==> config.mk <==
export PLATFORM = sky130hd
export DESIGN_NAME = uart_rx
export DESIGN_NICKNAME = d
export VERILOG_FILES = /design/src/rtl/uart_rx_pkg.sv /design/src/rtl/uart_rx_sampler.sv /design/src/rtl/uart_rx.sv
export SDC_FILE = /design/constraint.sdc
export NUM_CORES = 1
export LEC_CHECK = 0
export ABC_AREA = 1
export BUFFER_PORTS_ARGS = -buffer_cell sky130_fd_sc_hd__buf_4
export CAP_MARGIN = 40
export CORE_AREA = 5 5 83 100
export DETAILED_ROUTE_END_ITERATION = 10
export DIE_AREA = 0 0 88 105
export MAX_ROUTING_LAYER = met4
export PLACE_DENSITY = 0.64
export RECOVER_POWER = 50
export SYNTH_ARGS = -nofsm -noshare
export SYNTH_HDL_FRONTEND = slang
export SYNTH_SLANG_ARGS = --single-unit
==> constraint.sdc <==
create_clock -name CLK -period 7.25 [get_ports CLK]
set_input_delay 0 -clock CLK [delete_from_list [all_inputs] [get_ports CLK]]
set_output_delay 0 -clock CLK [all_outputs]
set_load 0.02 [all_outputs]
==> src/rtl/uart_rx_pkg.sv <==
// rtl/uart_rx_pkg.sv - shared types, constants and helpers for the UART receiver
package uart_rx_pkg;

    localparam int DEFAULT_DATA_WIDTH = 8;

    localparam logic [5:0] PRESCALE_8  = 6'd8;
    localparam logic [5:0] PRESCALE_16 = 6'd16;
    localparam logic [5:0] PRESCALE_32 = 6'd32;

    typedef enum logic [2:0] {
        ST_IDLE,
        ST_START,
        ST_DATA,
        ST_PARITY,
        ST_STOP
    } state_e;

    // Unsupported rates fall back to the slowest legal rate so a frame always finishes.
    function automatic logic [5:0] legal_prescale(input logic [5:0] p);
        logic [5:0] r;
        r = PRESCALE_32;
        if (p == PRESCALE_8 || p == PRESCALE_16 || p == PRESCALE_32) begin
            r = p;
        end
        return r;
    endfunction

    function automatic logic majority3(input logic a, input logic b, input logic c);
        return (a & b) | (a & c) | (b & c);
    endfunction

endpackage

==> src/rtl/uart_rx_sampler.sv <==
// rtl/uart_rx_sampler.sv - per-bit edge/bit counters and 3-point majority-vote sampler
module uart_rx_sampler
    import uart_rx_pkg::*;
#(
    parameter int BIT_CNT_W = 4
) (
    input  logic                 clk,
    input  logic                 rst,
    input  logic                 enable,
    input  logic                 start,
    input  logic                 rx_in,
    input  logic [5:0]           prescale,
    output logic                 sampled_bit,
    output logic                 bit_done,
    output logic [5:0]           edge_cnt,
    output logic [BIT_CNT_W-1:0] bit_cnt
);

    logic [5:0]           edge_q, edge_d;
    logic [BIT_CNT_W-1:0] bit_cnt_q, bit_cnt_d;
    logic                 s0_q, s0_d, s1_q, s1_d, bit_q, bit_d;
    logic [5:0]           mid;
    logic                 at_last;

    assign mid     = {1'b0, prescale[5:1]};
    assign at_last = (edge_q == prescale - 6'd1);

    always_comb begin
        edge_d    = edge_q;
        bit_cnt_d = bit_cnt_q;
        s0_d      = s0_q;
        s1_d      = s1_q;
        bit_d     = bit_q;
        if (!enable) begin
            edge_d    = '0;
            bit_cnt_d = '0;
        end else begin
            if (at_last) begin
                edge_d    = '0;
                bit_cnt_d = bit_cnt_q + 1'b1;
            end else begin
                edge_d = edge_q + 6'd1;
            end
            if (edge_q == mid - 6'd1) s0_d = rx_in;
            if (edge_q == mid)        s1_d = rx_in;
            if (edge_q == mid + 6'd1) bit_d = majority3(s0_q, s1_q, rx_in);
        end
        // A frame may start in the cycle right after the previous stop bit wrapped.
        if (start) bit_cnt_d = '0;
    end

    always_ff @(posedge clk or posedge rst) begin
        if (rst) begin
            edge_q    <= '0;
            bit_cnt_q <= '0;
            s0_q      <= 1'b1;
            s1_q      <= 1'b1;
            bit_q     <= 1'b1;
        end else begin
            edge_q    <= edge_d;
            bit_cnt_q <= bit_cnt_d;
            s0_q      <= s0_d;
            s1_q      <= s1_d;
            bit_q     <= bit_d;
        end
    end

    assign sampled_bit = bit_q;
    assign bit_done    = enable & at_last;
    assign edge_cnt    = edge_q;
    assign bit_cnt     = bit_cnt_q;

endmodule

==> src/rtl/uart_rx.sv <==
// rtl/uart_rx.sv - UART receiver: frame FSM, deserializer, parity/stop checks, output pulses
module uart_rx
    import uart_rx_pkg::*;
#(
    parameter int DATA_WIDTH = DEFAULT_DATA_WIDTH
) (
    input  logic                  CLK,
    input  logic                  RST,
    input  logic                  RX_IN,
    input  logic                  PAR_EN,
    input  logic                  PAR_TYP,
    input  logic [5:0]            Prescale,
    output logic [DATA_WIDTH-1:0] P_DATA,
    output logic                  data_valid,
    output logic                  par_err,
    output logic                  stp_err
);

    localparam int BIT_CNT_W = $clog2(DATA_WIDTH + 3);

    state_e                state_q, state_d;
    logic [5:0]            prescale_q, prescale_d;
    logic                  par_en_q, par_en_d, par_typ_q, par_typ_d;
    logic                  par_flag_q, par_flag_d;
    logic [DATA_WIDTH-1:0] shift_q, shift_d, p_data_q, p_data_d;
    logic                  dv_q, dv_d, pe_q, pe_d, se_q, se_d;

    logic                  start_det, enable, sampled_bit, bit_done;
    logic [5:0]            edge_cnt, prescale_eff;
    logic [BIT_CNT_W-1:0]  bit_cnt;

    assign start_det    = (state_q == ST_IDLE) && !RX_IN && (edge_cnt == 6'd0);
    assign enable       = (state_q != ST_IDLE) || start_det;
    // The start cycle itself must already count with the new frame's rate.
    assign prescale_eff = start_det ? legal_prescale(Prescale) : prescale_q;

    uart_rx_sampler #(.BIT_CNT_W(BIT_CNT_W)) u_sampler (
        .clk         (CLK),
        .rst         (RST),
        .enable      (enable),
        .start       (start_det),
        .rx_in       (RX_IN),
        .prescale    (prescale_eff),
        .sampled_bit (sampled_bit),
        .bit_done    (bit_done),
        .edge_cnt    (edge_cnt),
        .bit_cnt     (bit_cnt)
    );

    always_comb begin
        state_d    = state_q;
        prescale_d = prescale_q;
        par_en_d   = par_en_q;
        par_typ_d  = par_typ_q;
        par_flag_d = par_flag_q;
        shift_d    = shift_q;
        p_data_d   = p_data_q;
        dv_d       = 1'b0;
        pe_d       = 1'b0;
        se_d       = 1'b0;
        case (state_q)
            ST_IDLE: begin
                if (start_det) begin
                    state_d    = ST_START;
                    prescale_d = legal_prescale(Prescale);
                    par_en_d   = PAR_EN;
                    par_typ_d  = PAR_TYP;
                    par_flag_d = 1'b0;
                end
            end
            ST_START: begin
                if (bit_done) state_d = sampled_bit ? ST_IDLE : ST_DATA;
            end
            ST_DATA: begin
                if (bit_done) begin
                    shift_d = {sampled_bit, shift_q[DATA_WIDTH-1:1]};
                    if (bit_cnt == BIT_CNT_W'(DATA_WIDTH)) begin
                        state_d = par_en_q ? ST_PARITY : ST_STOP;
                    end
                end
            end
            ST_PARITY: begin
                if (bit_done) begin
                    par_flag_d = ((^shift_q) ^ sampled_bit) != par_typ_q;
                    state_d    = ST_STOP;
                end
            end
            ST_STOP: begin
                if (bit_done) begin
                    state_d = ST_IDLE;
                    if (par_flag_q || !sampled_bit) begin
                        pe_d = par_flag_q;
                        se_d = !sampled_bit;
                    end else begin
                        dv_d     = 1'b1;
                        p_data_d = shift_q;
                    end
                end
            end
            default: state_d = ST_IDLE;
        endcase
    end

    always_ff @(posedge CLK or posedge RST) begin
        if (RST) begin
            state_q    <= ST_IDLE;
            prescale_q <= PRESCALE_8;
            par_en_q   <= 1'b0;
            par_typ_q  <= 1'b0;
            par_flag_q <= 1'b0;
            shift_q    <= '0;
            p_data_q   <= '0;
            dv_q       <= 1'b0;
            pe_q       <= 1'b0;
            se_q       <= 1'b0;
        end else begin
            state_q    <= state_d;
            prescale_q <= prescale_d;
            par_en_q   <= par_en_d;
            par_typ_q  <= par_typ_d;
            par_flag_q <= par_flag_d;
            shift_q    <= shift_d;
            p_data_q   <= p_data_d;
            dv_q       <= dv_d;
            pe_q       <= pe_d;
            se_q       <= se_d;
        end
    end

    assign P_DATA     = p_data_q;
    assign data_valid = dv_q;
    assign par_err    = pe_q;
    assign stp_err    = se_q;

endmodule

# ---- Yosys cells after proc, flatten, opt, wreduce, memory -nomap -nowiden
# Cells that the tools add are included.
dict set report op_classes {
  order_cmp 0
  addsub 5
  reduce_logical 21
  multipliers 0
  n_eq_ne 20
  n_bitwise 8
  n_div 0
  muxes 28
  shifts 0
}
# op count
set op_table {}
lappend op_table {{$mux W6} 4}
lappend op_table {{$mux W3} 7}
lappend op_table {{$eq A6 B6 Y1} 3}
lappend op_table {{$pmux W3 S5} 1}
lappend op_table {{$mux W4} 3}
lappend op_table {{$ne A2 B2 Y1 const B} 6}
lappend op_table {{$mux W1} 11}
lappend op_table {{$reduce_and A2 Y1} 5}
lappend op_table {{$reduce_xor A8 Y1} 1}
lappend op_table {{$add A5 B1 Y6 const B} 1}
lappend op_table {{$add A6 B1 Y6 const B} 1}
lappend op_table {{$eq A3 B2 Y1 const B} 2}
lappend op_table {{$eq A6 B4 Y1 const B} 1}
lappend op_table {{$eq A6 B5 Y1} 1}
lappend op_table {{$eq A6 B5 Y1 const B} 1}
lappend op_table {{$eq A6 B6 Y1 const B} 1}
lappend op_table {{$logic_not A6 Y1} 1}
lappend op_table {{$reduce_and A3 Y1} 2}
lappend op_table {{$reduce_and A6 Y1} 1}
lappend op_table {{$sub A5 B1 Y6 const B} 1}
lappend op_table {{$sub A6 B1 Y6 const B} 1}
lappend op_table {{$add A4 B1 Y4 const B} 1}
lappend op_table {{$and A1 B1 Y1} 4}
lappend op_table {{$eq A4 B4 Y1 const B} 1}
lappend op_table {{15 further kinds} 21}
dict set report word_totals {
  wordCells 97
  in_bits 11
  reg_bits 44
  latch_bits 0
  mem_count 0
  ram_bits 0
  output_inout_bits 11
  mem_bits_ro 0
}

# ---- Depth between registers and ports, before layout
dict set report depth {
  depth_word 10
  depth_mapped 20
  mapped_depth_nobuf 19
}

# ---- Cells and area by module
# A second synthesis with hierarchy kept.
dict set report unflattened {
  cells_unflattened 404
  area_unflattened_um2 2820.2
}
# module cells_each instances seq_area_each_um2 area_per_inst_um2
set modules_own_cells {}
lappend modules_own_cells {uart_rx 213 1 777.0 1620.3}
lappend modules_own_cells {uart_rx_sampler 191 1 329.1 1199.9}

# ---- Worst setup path after synthesis
# No wires, ideal clock.
dict set report synth_path {
  path_kind {flip-flop to flip-flop}
  startpoint {register u_sampler.edge_q[1] (netlist: u_sampler.edge_cnt[1])}
  endpoint {register p_data_q[6] (netlist: P_DATA[6])}
  period_less_slack_ps 2561
  path_buffers 2
  required_ps 7132
  setup_time_ps 118
  setup_slack_ps 4689
  path_stages_with_launch 19
  arrival_ps 2442
  cell_sequence {dfrtp_1 > inv_1 > ha_1 > nand2_1 > nor2_2 > nand2_2 > buf_6 > nand2_1 > ha_1 > nand3_1 > nor2_1 > nand3_1 > nand2_2 > nand4_4 > inv_4 > nand2_4 > buf_6 > nand2_1 > o21ai_2}
}
dict set report synth_between {
  elab_chain_len 7
  word_cells_on_any_way 8
  classes_between {add/sub (1); eq/ne (1); mux (1); bitwise (1); reduce/logical (4)}
}
# element line
set synth_lines {}
lappend synth_lines {{from (decl)} uart_rx_sampler.sv:19} ;# logic [5:0] edge_q, edge_d;
lappend synth_lines {{from (signal assigned)} uart_rx_sampler.sv:60} ;# edge_q <= edge_d;
lappend synth_lines {{$logic_not A6 Y1} uart_rx.sv:32} ;# assign start_det = (state_q == ST_IDLE) && !RX_IN && (edge_cnt == 6'd0);
lappend synth_lines {{$logic_and A1 B1 Y1} uart_rx.sv:32}
lappend synth_lines {{$mux W6} n/a}
lappend synth_lines {{$sub A6 B1 Y6} uart_rx_sampler.sv:26} ;# assign at_last = (edge_q == prescale - 6'd1);
lappend synth_lines {{$eq A6 B6 Y1} uart_rx_sampler.sv:26}
lappend synth_lines {{$and A1 B1 Y1 (*)} uart_rx_sampler.sv:69} ;# assign bit_done = enable & at_last;
lappend synth_lines {{$reduce_and A3 Y1 (no source line) (*)} n/a}
lappend synth_lines {{to (signal assigned)} uart_rx.sv:123} ;# p_data_q <= p_data_d;
lappend synth_lines {{to (decl)} uart_rx.sv:25} ;# logic [DATA_WIDTH-1:0] shift_q, shift_d, p_data_q, p_data_d;
# Mark *: on every way between the ends. The rest lies on a longest branch, timed or not.
# A chain may end at the register's enable or synchronous reset.

# ---- Worst setup path after layout
dict set report layout_path {
  startpoint {register u_sampler.edge_q[1] (netlist: u_sampler.edge_cnt[1])}
  endpoint {register p_data_q[0] (netlist: P_DATA[0])}
}
# The elaborated chain is that of the path after synthesis.

==> out/metrics.yaml <==
run_status:
  status: "finished with violations"
  violations: "max-capacitance violations, max-slew violations"
logic_synthesis:
  syn-cell-area_mm2: 0.00279
  yosys.cell_types.count: 31
  ys_warn_count: 0
  yosysMostFrequentCell: "nand2_1"
  synth_common_cells: "nand2_1, inv_1, dfrtp_1"
  synth-edff-count: 0
  synthArstFlopShare_pct: 100
  yosys-top-cells-area: "dfrtp_1, nand2_1, inv_1"
  ys_seq_elements: 44
  synth_area_leader_cell: "dfrtp_1"
  yosysTopAreaCellShare_pct: 35.9
  synth_ff_type: "dfrtp_1"
  syn_inst: 345
  yosysSeqAreaShare_pct: 39.6
  synth_nets: 363
  syn_avg_cell_area_um2: 8.09
power:
  vdd_drop_max_mv: 0.130
  comb_power_share_pct: 36.5
  power_leakage_nw: 1.56
  power_density_mw_per_mm2: 251
  p_switching_uw: 307
  power_frac_clock_pct: 24.0
  p_sw_share_pct: 39.4
  pwr-share-seq_pct: 39.5
  intPower_uw: 472
place:
  dp.cells: 451
  io_buffers: 21
  gp_congestion: 0.925
  hpwl_mm: 4.45
  preCtsSetupSlack_ns: 4.09
setup_path:
  setup.worst_path.start_class: "flop"
  startpoint: "u_sampler.edge_cnt[1]"
  slowest_stage: "nor2_2"
  worstPathRequired_ns: 7.48
  crit_top_cell: "inv_1"
  max_stage_delay_ns: 0.64
  cp_max_fo: 16
  worstSetupEndpointType: "flop"
  cp.arrival_ns: 3.43
  path_cells: "inv_1, ha_1, nand3_1, nor2_2, nor2_4, inv_1, ha_1, xor2_1, nand3_1, a21oi_4, nand4_4, inv_4, nand2_4, inv_1, nand2_1, nand2_1"
  r2r_start: "u_sampler.edge_cnt[1]"
  worstSetupPathType: "reg2reg"
timing:
  slew_viol_final: 45
  maxSlewHeadroom_pct: -56.4
  setup_slack_ns: 4.05
  max_freq_mhz: 312
  finalHoldViolations: 0
  fin_crit_ns: 3.20
  rsz0062_at_grt: "no"
  tightest_slew_ns: 2.35
  finClkSkew_ns: 0.0156
  setup_tns_ns: 0
  finalSetupViolCount: 0
  fin_crit_sh_pct: 44.2
detailed_routing:
  first_pass_iters: 4
  wire_per_inst_um: 12.7
  drc: 0
  drt-vias-per-instance: 4.78
  vias: 2211
  wirelength_mm: 5.87
  drtIter0Drc: 91
  postRouteAntennaNets: 0
floorplanning:
  die_h_um: 105
  die_area_mm2: 0.00924
  start_util_pct: 38.8
  num_io_pins: 22
  core_mm2: 0.00719
  rows: 34
  die_w_um: 88
grt:
  antenna_found_initial: 0
  overflow: 0
  grt_use_met1_pct: 17.1
  grtUsageTotal_pct: 14.5
  use_met2_pct: 24.9
  grt_max_degree: 45
  grt_first_pass_wirelength_mm: 10.5
  grt_busiest_layer: "met2"
  met3_usage_pct: 2.68
  grt_pass1_vias: 2280
clock_tree:
  clock-root-buffer: "clkbuf_8"
  cts_tree: "done"
  cts.sinks: 44
  cts_resized: 0
  cts.reportedPaths.clkPinSlew_ns: 0.09
  cts.path.max_buffers: 2
  worstSkewPairLatency_ns: 0.30
  htree_levels: 2
  cts_buffers: 5
finish:
  nets: 390
  antenna_cells: 0
  syn2layout_area_growth_pct: 11.2
  stdcell_count: 463
  drive_above_1_share_pct: 18.2
hold_path:
  min-delay-start: "Prescale[2]"
  min_path_type: "in2reg"
run:
  cap_violations: 1
[routing by layer]
layer / vias to the layer above / wire length (um)
li1: 1137 / -
met4: 0 / 101
met1: 1026 / 2490
met5: - / 0
met3: 11 / 191
met2: 37 / 3090
[cell type report]
| cell class | count | area (um^2) |
|---|---|---|
| clock buffers | 6 | 72.6 |
| clock inverters | 2 | 35.0 |
| fillers | 741 | 4090 |
| inverters | 45 | 171 |
| multi-input cells | 250 | 1450 |
| flip-flops and latches | 44 | 1110 |
| well taps | 90 | 113 |
| repair buffers | 26 | 160 |
[power by group through the flow]
stage | clock (mW) | sequential, mW | combinational (mW)
after floorplan | 0 | 0.301 | 0.236
after global placement | 0 | 0.310 | 0.278
after detailed placement | 0 | 0.311 | 0.282
after CTS | 0.193 | 0.307 | 0.286
after global routing | 0.204 | 0.311 | 0.324
final | 0.187 | 0.308 | 0.284
[through the flow]
step	cell area (um^2)	utilization (%)	hold WS [ns]	total power [mW]
6_report	3100	43.2	0.204	0.779
4_1_cts	3150	43.8	0.202	0.786
5_1_grt	3100	43.2	0.250	0.839
3_3_place_gp	3000	41.7	0.180	0.588
2_1_floorplan	2790	-	0.111	0.537
3_5_place_dp	3000	41.7	0.186	0.593
[critical path: cells and delay by family, from the launching register on]
kind                       cells  cell delay, ns
AOI/OAI and AO/OA              1            0.19
and+or+nand+nor                8            1.36
xor gates and xnor gates       1            0.16
DFF                            1            0.48
buffers and inverters          4            0.50
adders and majority gates      2            0.44
[what timing repair did]
action	in CTS	in global routing
setup buffers	0	0
endpoints found under the hold margin	43	0
hold buffers	4	0
[registers in the layout, indices dropped and copies added (netlist names)]
name                   count
par_typ_q                  1
u_sampler.edge_cnt         6
prescale_q                 6
u_sampler.bit_cnt          4
par_err                    1
u_sampler.s1_q             1
data_valid                 1
u_sampler.s0_q             1
par_flag_q                 1
shift_q                    8
u_sampler.sampled_bit      1
par_en_q                   1
stp_err                    1
P_DATA                     8
state_q                    3
[cells in the final DEF, fill, tap and decap left out, drive strengths merged]
cell type	count
nand2	103
nand4	2
nand3	30
clkbuf	19
a21boi	1
clkinv	2
dfrtp	40
buf	9
inv	44
xor2	17
dlygate4sd3	4
nor4	2
xnor2	8
o21ai	26
a21oi	7
ha	7
nor2	34
dfstp	4
nor3b	1
bufinv	1
nor3	10
o21a	1
o211ai	1
[cells by family after synthesis]
| kind of cell | count (synthesis) | share of synthesized area [%] |
|---|---|---|
| fa+ha+maj | 7 | 3.14 |
| simple gates | 182 | 31.8 |
| buf+inv | 51 | 8.57 |
| compound gates | 36 | 9.01 |
| xor+xnor | 25 | 7.85 |
| flops | 44 | 39.6 |
[path summary, 6_finish.rpt]
kind | depth (start not counted) | slack [ns] | endpoint
worst max-delay path | 16 | 4.05 | P_DATA[0]
worst min-delay path | 6 | 0.20 | prescale_q[3]
worst max register to register | 16 | 4.05 | P_DATA[0]
worst min register to register | 2 | 0.48 | u_sampler.s0_q
max in group asynchronous | 4 | 4.79 | u_sampler.bit_cnt[0]
min in group asynchronous | 4 | 1.12 | u_sampler.bit_cnt[1]
Power figures use the tool's default switching activity.
